<file path="src/rtl/jtframe_dwnld_pack.sv">
// Download packer: buffers ioctl bytes in a small FIFO, maps them to SDRAM bank/word/lane
// and writes them one at a time over a we/ack handshake. Optional JTFRAME_DWNLD_HEADER_EN skips a leading header.
module jtframe_dwnld_pack #(
  parameter int          AW        = 3,
  parameter logic [24:0] BA1_START = 25'h100000,
  parameter logic [24:0] BA2_START = 25'h200000,
  parameter logic [24:0] BA3_START = 25'h300000,
  parameter int          POST_CNT  = 16,
  parameter int          HEADER    = 0
) (
  input  logic        clk,
  input  logic        rst_n,
  input  logic        downloading,
  input  logic [24:0] ioctl_addr,
  input  logic [7:0]  ioctl_data,
  input  logic        ioctl_wr,
  output logic [21:0] prog_addr,
  output logic [7:0]  prog_data,
  output logic [1:0]  prog_mask,
  output logic [1:0]  prog_bank,
  output logic        prog_we,
  input  logic        prog_ack,
  output logic        dwnld_busy,
  output logic        ovf
);

  localparam int DEPTH = 1 << AW;
  localparam int CW    = (POST_CNT > 0) ? $clog2(POST_CNT + 1) : 1;
  localparam logic [24:0] HDR = 25'(HEADER);
`ifdef JTFRAME_DWNLD_HEADER_EN
  localparam bit HDR_EN = 1'b1;
`else
  localparam bit HDR_EN = 1'b0;
`endif

  typedef enum logic [1:0] {
    IDLE  = 2'd0,
    WRITE = 2'd1,
    GAP   = 2'd2
  } state_t;

  typedef struct packed {
    logic [1:0]  bank;
    logic [21:0] word;
    logic        lane;
    logic [7:0]  data;
  } entry_t;

  state_t      st, st_nxt;
  entry_t      mem [DEPTH];
  entry_t      in_entry, head;
  logic [AW:0] wr_ptr, rd_ptr, fill;
  logic        full, empty, wr_ok, push, drop, pop;
  logic        hdr_skip, dl_q, dl_rise, quiet;
  logic [24:0] eff_addr;
  logic [1:0]  in_bank;
  logic [22:0] in_off;
  logic [CW-1:0] post_cnt;

  logic        we_nxt;
  logic [1:0]  mask_nxt, bank_nxt;
  logic [21:0] addr_nxt;
  logic [7:0]  data_nxt;

  // Header bytes vanish entirely: they neither enter the FIFO nor count as overflow.
  assign hdr_skip = HDR_EN && (ioctl_addr < HDR);
  assign eff_addr = HDR_EN ? (ioctl_addr - HDR) : ioctl_addr;

  always_comb begin
    in_bank = 2'd0;
    in_off  = eff_addr[22:0];
    if (eff_addr >= BA3_START) begin
      in_bank = 2'd3;
      in_off  = 23'(eff_addr - BA3_START);
    end else if (eff_addr >= BA2_START) begin
      in_bank = 2'd2;
      in_off  = 23'(eff_addr - BA2_START);
    end else if (eff_addr >= BA1_START) begin
      in_bank = 2'd1;
      in_off  = 23'(eff_addr - BA1_START);
    end
  end

  assign in_entry = {in_bank, in_off[22:1], in_off[0], ioctl_data};

  // Full/empty come from the registered pointers, so a same-cycle pop never frees a slot early.
  assign fill  = wr_ptr - rd_ptr;
  assign full  = (fill == (AW+1)'(DEPTH));
  assign empty = (fill == '0);
  assign wr_ok = ioctl_wr && downloading && !hdr_skip;
  assign push  = wr_ok && !full;
  assign drop  = wr_ok && full;
  assign head  = mem[rd_ptr[AW-1:0]];

  always_ff @(posedge clk) begin
    if (push) mem[wr_ptr[AW-1:0]] <= in_entry;
  end

  always_ff @(posedge clk or negedge rst_n) begin
    if (!rst_n) begin
      wr_ptr <= '0;
      rd_ptr <= '0;
    end else begin
      if (push) wr_ptr <= wr_ptr + 1'b1;
      if (pop)  rd_ptr <= rd_ptr + 1'b1;
    end
  end

  always_comb begin
    st_nxt   = st;
    we_nxt   = prog_we;
    mask_nxt = prog_mask;
    bank_nxt = prog_bank;
    addr_nxt = prog_addr;
    data_nxt = prog_data;
    pop      = 1'b0;
    case (st)
      IDLE: begin
        if (!empty) begin
          bank_nxt = head.bank;
          addr_nxt = head.word;
          data_nxt = head.data;
          mask_nxt = head.lane ? 2'b01 : 2'b10;
          we_nxt   = 1'b1;
          st_nxt   = WRITE;
        end
      end
      WRITE: begin
        if (prog_ack) begin
          pop      = 1'b1;
          we_nxt   = 1'b0;
          mask_nxt = 2'b11;
          st_nxt   = GAP;
        end
      end
      GAP:     st_nxt = IDLE;
      default: st_nxt = IDLE;
    endcase
  end

  always_ff @(posedge clk or negedge rst_n) begin
    if (!rst_n) begin
      st        <= IDLE;
      prog_we   <= 1'b0;
      prog_mask <= 2'b11;
      prog_bank <= 2'd0;
      prog_addr <= '0;
      prog_data <= '0;
    end else begin
      st        <= st_nxt;
      prog_we   <= we_nxt;
      prog_mask <= mask_nxt;
      prog_bank <= bank_nxt;
      prog_addr <= addr_nxt;
      prog_data <= data_nxt;
    end
  end

  // The tail counter only runs once nothing is left anywhere in the path to SDRAM.
  assign dl_rise = downloading && !dl_q;
  assign quiet   = !downloading && empty && (st == IDLE);

  always_ff @(posedge clk or negedge rst_n) begin
    if (!rst_n) begin
      dl_q       <= 1'b0;
      dwnld_busy <= 1'b0;
      post_cnt   <= '0;
      ovf        <= 1'b0;
    end else begin
      dl_q <= downloading;
      if (dl_rise) begin
        dwnld_busy <= 1'b1;
        post_cnt   <= CW'(POST_CNT);
      end else if (push) begin
        post_cnt <= CW'(POST_CNT);
      end else if (quiet) begin
        if (post_cnt == '0) dwnld_busy <= 1'b0;
        else                post_cnt   <= post_cnt - 1'b1;
      end
      if (drop)         ovf <= 1'b1;
      else if (dl_rise) ovf <= 1'b0;
    end
  end

endmodule

</file>
<file path="config.mk">
export PLATFORM = sky130hd
export DESIGN_NAME = jtframe_dwnld_pack
export DESIGN_NICKNAME = d
export VERILOG_FILES = /design/src/rtl/jtframe_dwnld_pack.sv
export SDC_FILE = /design/constraint.sdc
export NUM_CORES = 1
export LEC_CHECK = 0
export BUFFER_PORTS_ARGS = -buffer_cell sky130_fd_sc_hd__buf_2
export CAP_MARGIN = 10
export CELL_PAD_IN_SITES_DETAIL_PLACEMENT = 1
export CELL_PAD_IN_SITES_GLOBAL_PLACEMENT = 1
export CORE_MARGIN = 2
export CORE_UTILIZATION = 40
export CTS_BUF_LIST = sky130_fd_sc_hd__clkbuf_4 sky130_fd_sc_hd__clkbuf_8 sky130_fd_sc_hd__clkbuf_16
export CTS_CLUSTER_SIZE = 25
export DETAILED_ROUTE_END_ITERATION = 8
export GPL_ROUTABILITY_DRIVEN = 0
export PLACE_DENSITY = 0.73
export SLEW_MARGIN = 25
export SYNTH_ARGS = -nofsm -noshare
export SYNTH_HDL_FRONTEND = slang
export SYNTH_SLANG_ARGS = --single-unit
export TNS_END_PERCENT = 30
</file>
<file path="constraint.sdc">
create_clock -name clk -period 7.2 [get_ports clk]
set_input_delay 1.44 -clock clk [delete_from_list [all_inputs] [get_ports clk]]
set_output_delay 1.44 -clock clk [all_outputs]
set_load 0.05 [all_outputs]
</file>
Yosys cells after proc, flatten, opt, wreduce, memory -nomap -nowiden --
Memories as Yosys holds them, arrays and structs flattened. Index checks and enable logic that the tools add are counted.
Cells by class: equality and inequality tests 6, shift operators 0, bitwise operators 1, divide/modulo/power cells 0, $add $sub $neg 7, $mul 0, reduce and logical (&&, ||, !) cells 22, order comparisons 3, multiplexer cells 30
Operators with widths (count):
- $mux W23 | 3
- $ge A25 B22 Y1 const B | 2
- $sub A23 B22 Y23 const B | 2
- $ge A25 B21 Y1 const B | 1
- $sub A23 B21 Y23 const B | 1
- $mux W5 | 4
- $mux W2 | 7
- $mux W1 | 13
- $add A4 B1 Y4 const B | 2
- $pmux W2 S2 | 2
- $reduce_bool A2 Y1 | 4
- $logic_and A1 B1 Y1 | 6
- $reduce_and A2 Y1 | 3
- $reduce_and A3 Y1 | 2
- $logic_not A5 Y1 | 1
- $sub A5 B1 Y5 const B | 1
- $eq A4 B4 Y1 const B | 1
- $logic_not A4 Y1 | 1
- $ne A2 B2 Y1 const B | 2
- $sub A4 B4 Y4 | 1
- $logic_not A1 Y1 | 3
- $ne A3 B3 Y1 const B | 1
- $reduce_bool A3 Y1 | 1
- $eq A2 B1 Y1 const B | 1
- 4 further kinds | 4
Word-level totals: bits in writable memories 264, input port bits 38, output and inout bits 37, ROM bits 0, logic and storage cells 82, memories 1, register bits after elaboration 53, bits in latches 0
Memories:
- mem | depth 8, width 33, rd ports 1, clocked after memory_dff 0, write ports 1, RTL line 50 | entry_t mem [DEPTH];

Depth between registers and ports, before layout --
depth in word-level cells 7, gate-level depth with buffers 11, depth with buffers taken out 8

Worst setup path after synthesis --
No wires, ideal clock.
path kind flip-flop to flip-flop, start register rd_ptr[1], end memory mem[4][0] (netlist bit), enable pin, arrival time 5026 ps, library setup time 471 ps, cell stages (with the launch flop) 11, path buffers 2, slack 1703 ps, clock period less this slack 5497 ps, required time 6729 ps, cell sequence dfrtp_1 -> clkbuf_1 -> clkinv_1 -> clkbuf_1 -> ha_1 -> nor2b_1 -> o21a_1 -> or3_1 -> a31oi_2 -> nand2b_1 -> nor3b_1
Between the ends: longest elaborated chain between the ends 6
Ends and longest elaborated chain:
- start: declaration | RTL line 52 | logic [AW:0] wr_ptr, rd_ptr, fill;
- start signal: assignment | RTL line 105 | if (pop) rd_ptr <= rd_ptr + 1'b1;
- $sub A4 B4 Y4 | RTL line 87 | assign fill = wr_ptr - rd_ptr;
- $eq A4 B4 Y1 | RTL line 88 | assign full = (fill == (AW+1)'(DEPTH));
- $logic_not A1 Y1 | RTL line 91 | assign push = wr_ok && !full;
- $logic_and A1 B1 Y1 | RTL line 91
- $mux W1 | RTL line 96 | if (push) mem[wr_ptr[AW-1:0]] <= in_entry;
- $mux W1 (not written as such) | RTL line 96
- end: declaration | RTL line 50
Every way passes these cells.

Worst setup path after layout --
start register rd_ptr[0], end memory mem[7][18] (netlist bit), enable pin
The elaborated chain is that of the path after synthesis.

==> results_dict.tcl <==
set metrics [dict create \
    start_util 0.405 \
    comb_power_share 0.309 \
    synthTopCellsByCount "edfxtp_1, nand2_1, mux4_2" \
    leakagePower_nw 4.91 \
    postPlaceCellArea_um2 13200 \
    worstPathRequired_ns 7.37 \
    synthMostInstantiatedCell "edfxtp_1" \
    port_buffers 74 \
    fin_cells 1193 \
    fin_crit_ns 3.90 \
    place_hpwl_mm 15.3 \
    antenna_found_initial 2 \
    ctsHoldBuffers 0 \
    drive_above_1_share 0.293 \
    internal_power_w 0.00403 \
    cts_tree "done" \
    maxCapViolations 0 \
    grt_max_degree 68 \
    ys_seq_elements 317 \
    finClkSkew_ns 0.0107 \
    worstMarginPinSlew_ns 1.05 \
    hold_ws_ns 0.473 \
    rsz0062_at_grt "false" \
    cts_setup_buffers 0 \
    fmax_mhz 257 \
    yosysUniqueCellTypes 45 \
    slew_headroom 0.301 \
    syn-num-nets 726 \
    drt_iter0_drc 463 \
    synth_edf_count 264 \
    synth_seq_area_share 0.749 \
    cellPowerDensity_nw_per_um2 425 \
    ant_nets 0 \
    hp-class "register to register" \
    syn_inst 676 \
    clkPwrFrac 0.286 \
    coreArea_um2 30500 \
    post_cts_resized 0 \
    pin_count 75 \
    num_vias 6483 \
    critPathCaptureType "register" \
    grt_pass1_wl_mm 42.6 \
    setup_viol_count_final 0 \
    wl_mm 27.1 \
    synth_ff_type "edfxtp_1" \
    grt.overflow.total 0 \
    ys_async_sr_fraction 0.167 \
    critPathKind "register to register" \
    finalMaxSlewViolations 0 \
    num-nets-final 821 \
    swShare 0.339 \
    ir_drop_mv 0.287 \
    status "complete, no violations" \
    clockRootBuffer "clkbuf_16" \
    grt_pass1_vias 7117 \
    clock-sinks 317 \
    path_max_fanout 32 \
    syn_to_final_growth_pct 16.3 \
    die_h_um 180 \
    dieWidth_um 180 \
    netlist_top_cells_area "edfxtp_1, mux4_2, dfrtp_1, nand2_1, a31oi_1" \
    netlist_area_um2 12400 \
    pwr-share-seq 0.405 \
    syn_avg_cell_area_um2 18.3 \
    finalSetupTns_ns 0 \
    grt_use_total 0.171 \
    period_share 0.541 \
    clk_latency_ns 0.50 \
    clk_pin_slew_ns 0.06 \
    worstSetupStartpointType "register" \
    ctsHtreeMaxLevel 2 \
    finalHoldViolCount 0 \
    netlist.area_leader.share 0.642 \
    synth_top_area_cell "edfxtp_1" \
    fillers 2884 \
    viasPerCell 5.43 \
    cts_buffers 34 \
    power_w 0.00610 \
    core.rowCount 64 \
    clk_path_buf_depth 3 \
    critical_path_arrival_ns 4.07 \
    wl_per_cell_um 22.7 \
    ys_warn_count 0 \
    switching_power_w 0.00207 \
    design_area_um2 14400 \
    die-area_um2 32300 \
    drc 0 \
    place_inst 1131 \
    drt_first_pass_iters 4 \
]
==> critical path, cell delays in order, from the launching register on <==
cell,delay [ns]
dfrtp_4,0.82
ha_1,0.27
nor2b_1,0.05
o21a_1,0.19
or3_1,0.42
a31oi_2,0.45
nand4_1,0.23
inv_1,0.67
buf_4,0.44
==> cell type report <==
type / count / area, µm² / share of cell area
clock buffers: 47 / 1020 / 0.0710
flip-flops and latches: 317 / 9260 / 0.645
inverters: 13 / 48.8 / 0.00340
repair buffers: 91 / 502 / 0.0349
clock inverters: 14 / 125 / 0.00871
well taps: 396 / 495 / 0.0345
multi-input cells: 314 / 2910 / 0.203
diodes: 1 / 2.50 / 0.000174
==> state kept, by name, summed over array words and instances, names as in the netlist <==
| register | count |
|---|---|
| prog_we | 1 |
| mem | 264 |
| rd_ptr | 4 |
| dl_q | 1 |
| prog_bank | 2 |
| prog_mask | 2 |
| post_cnt | 5 |
| wr_ptr | 4 |
| dwnld_busy | 1 |
| ovf | 1 |
| prog_data | 8 |
| prog_addr | 22 |
| st | 2 |
==> metrics by stage <==
| step | util | setup slack (ns) |
|---|---|---|
| 5_1_grt | 0.471 | 2.92 |
| 3_5_place_dp | 0.433 | 2.91 |
| 4_1_cts | 0.471 | 3.20 |
| 6_report | 0.471 | 3.30 |
| 3_3_place_gp | 0.433 | 3.10 |
| 2_1_floorplan | - | 1.70 |
==> routing by layer <==
layer  up-vias  share of wire  global-route usage
met4         2          0.023              0.0530
met5         -        0.00048                   0
met1      3428           0.44               0.231
li1       2845              -                   -
met2       156           0.49               0.287
met3        52          0.047              0.0286
==> power groups by stage <==
stage | clock network, W | registers [W] | logic [W]
6_report | 0.00175 | 0.00247 | 0.00189
5_1_grt | 0.00185 | 0.00251 | 0.00206
4_1_cts | 0.00178 | 0.00248 | 0.00193
3_5_place_dp | 0 | 0.00252 | 0.00191
3_3_place_gp | 0 | 0.00250 | 0.00186
2_1_floorplan | 0 | 0.00276 | 0.00117
==> cell families after synthesis <==
| logic type | Yosys count | share of synthesized area |
|---|---|---|
| muxes | 67 | 0.121 |
| and+or+nand+nor | 163 | 0.0580 |
| buffers and inverters | 45 | 0.0181 |
| AOI/OAI and AO/OA | 62 | 0.0341 |
| xor gates and xnor gates | 10 | 0.00709 |
| DFF | 317 | 0.749 |
| adders and majority gates | 12 | 0.0122 |
==> layout by cell type (no fill, tap or decap), types with 3 or more instances in the layout <==
cell	Yosys	layout
nor3_1	7	3
clkinv_2	0	7
clkbuf_4	0	7
clkinvlp_4	0	3
a21oi_1	5	5
nand4_1	5	5
clkbuf_16	0	37
or4_1	3	3
nand2b_1	5	5
ha_1	12	12
inv_1	12	12
o21ai_0	9	9
buf_4	0	16
or3_1	4	4
nor4_1	3	3
nor2_1	39	38
buf_2	8	74
a31oi_1	33	33
clkbuf_8	0	3
edfxtp_1	264	264
nand3_1	3	3
nand2_1	85	85
dfrtp_1	51	49
clkinv_1	1	3
nor3_2	0	4
xnor2_1	8	8
mux4_2	66	66
==> path summary, 6_finish.rpt <==
check / start / to / slack, ns / depth (start not counted)
worst max register to register: rd_ptr[0] / mem[7][18] / 3.30 / 8
worst max-delay path: rd_ptr[0] / mem[7][18] / 3.30 / 8
worst min-delay path: post_cnt[4] / post_cnt[4] / 0.47 / 1
max in group asynchronous: rst_n / rd_ptr[0] / 5.46 / 2
min in group asynchronous: rst_n / ovf / 1.13 / 2
worst min register to register: post_cnt[4] / post_cnt[4] / 0.47 / 1
Note: power is estimated with default switching activity, not from simulation.
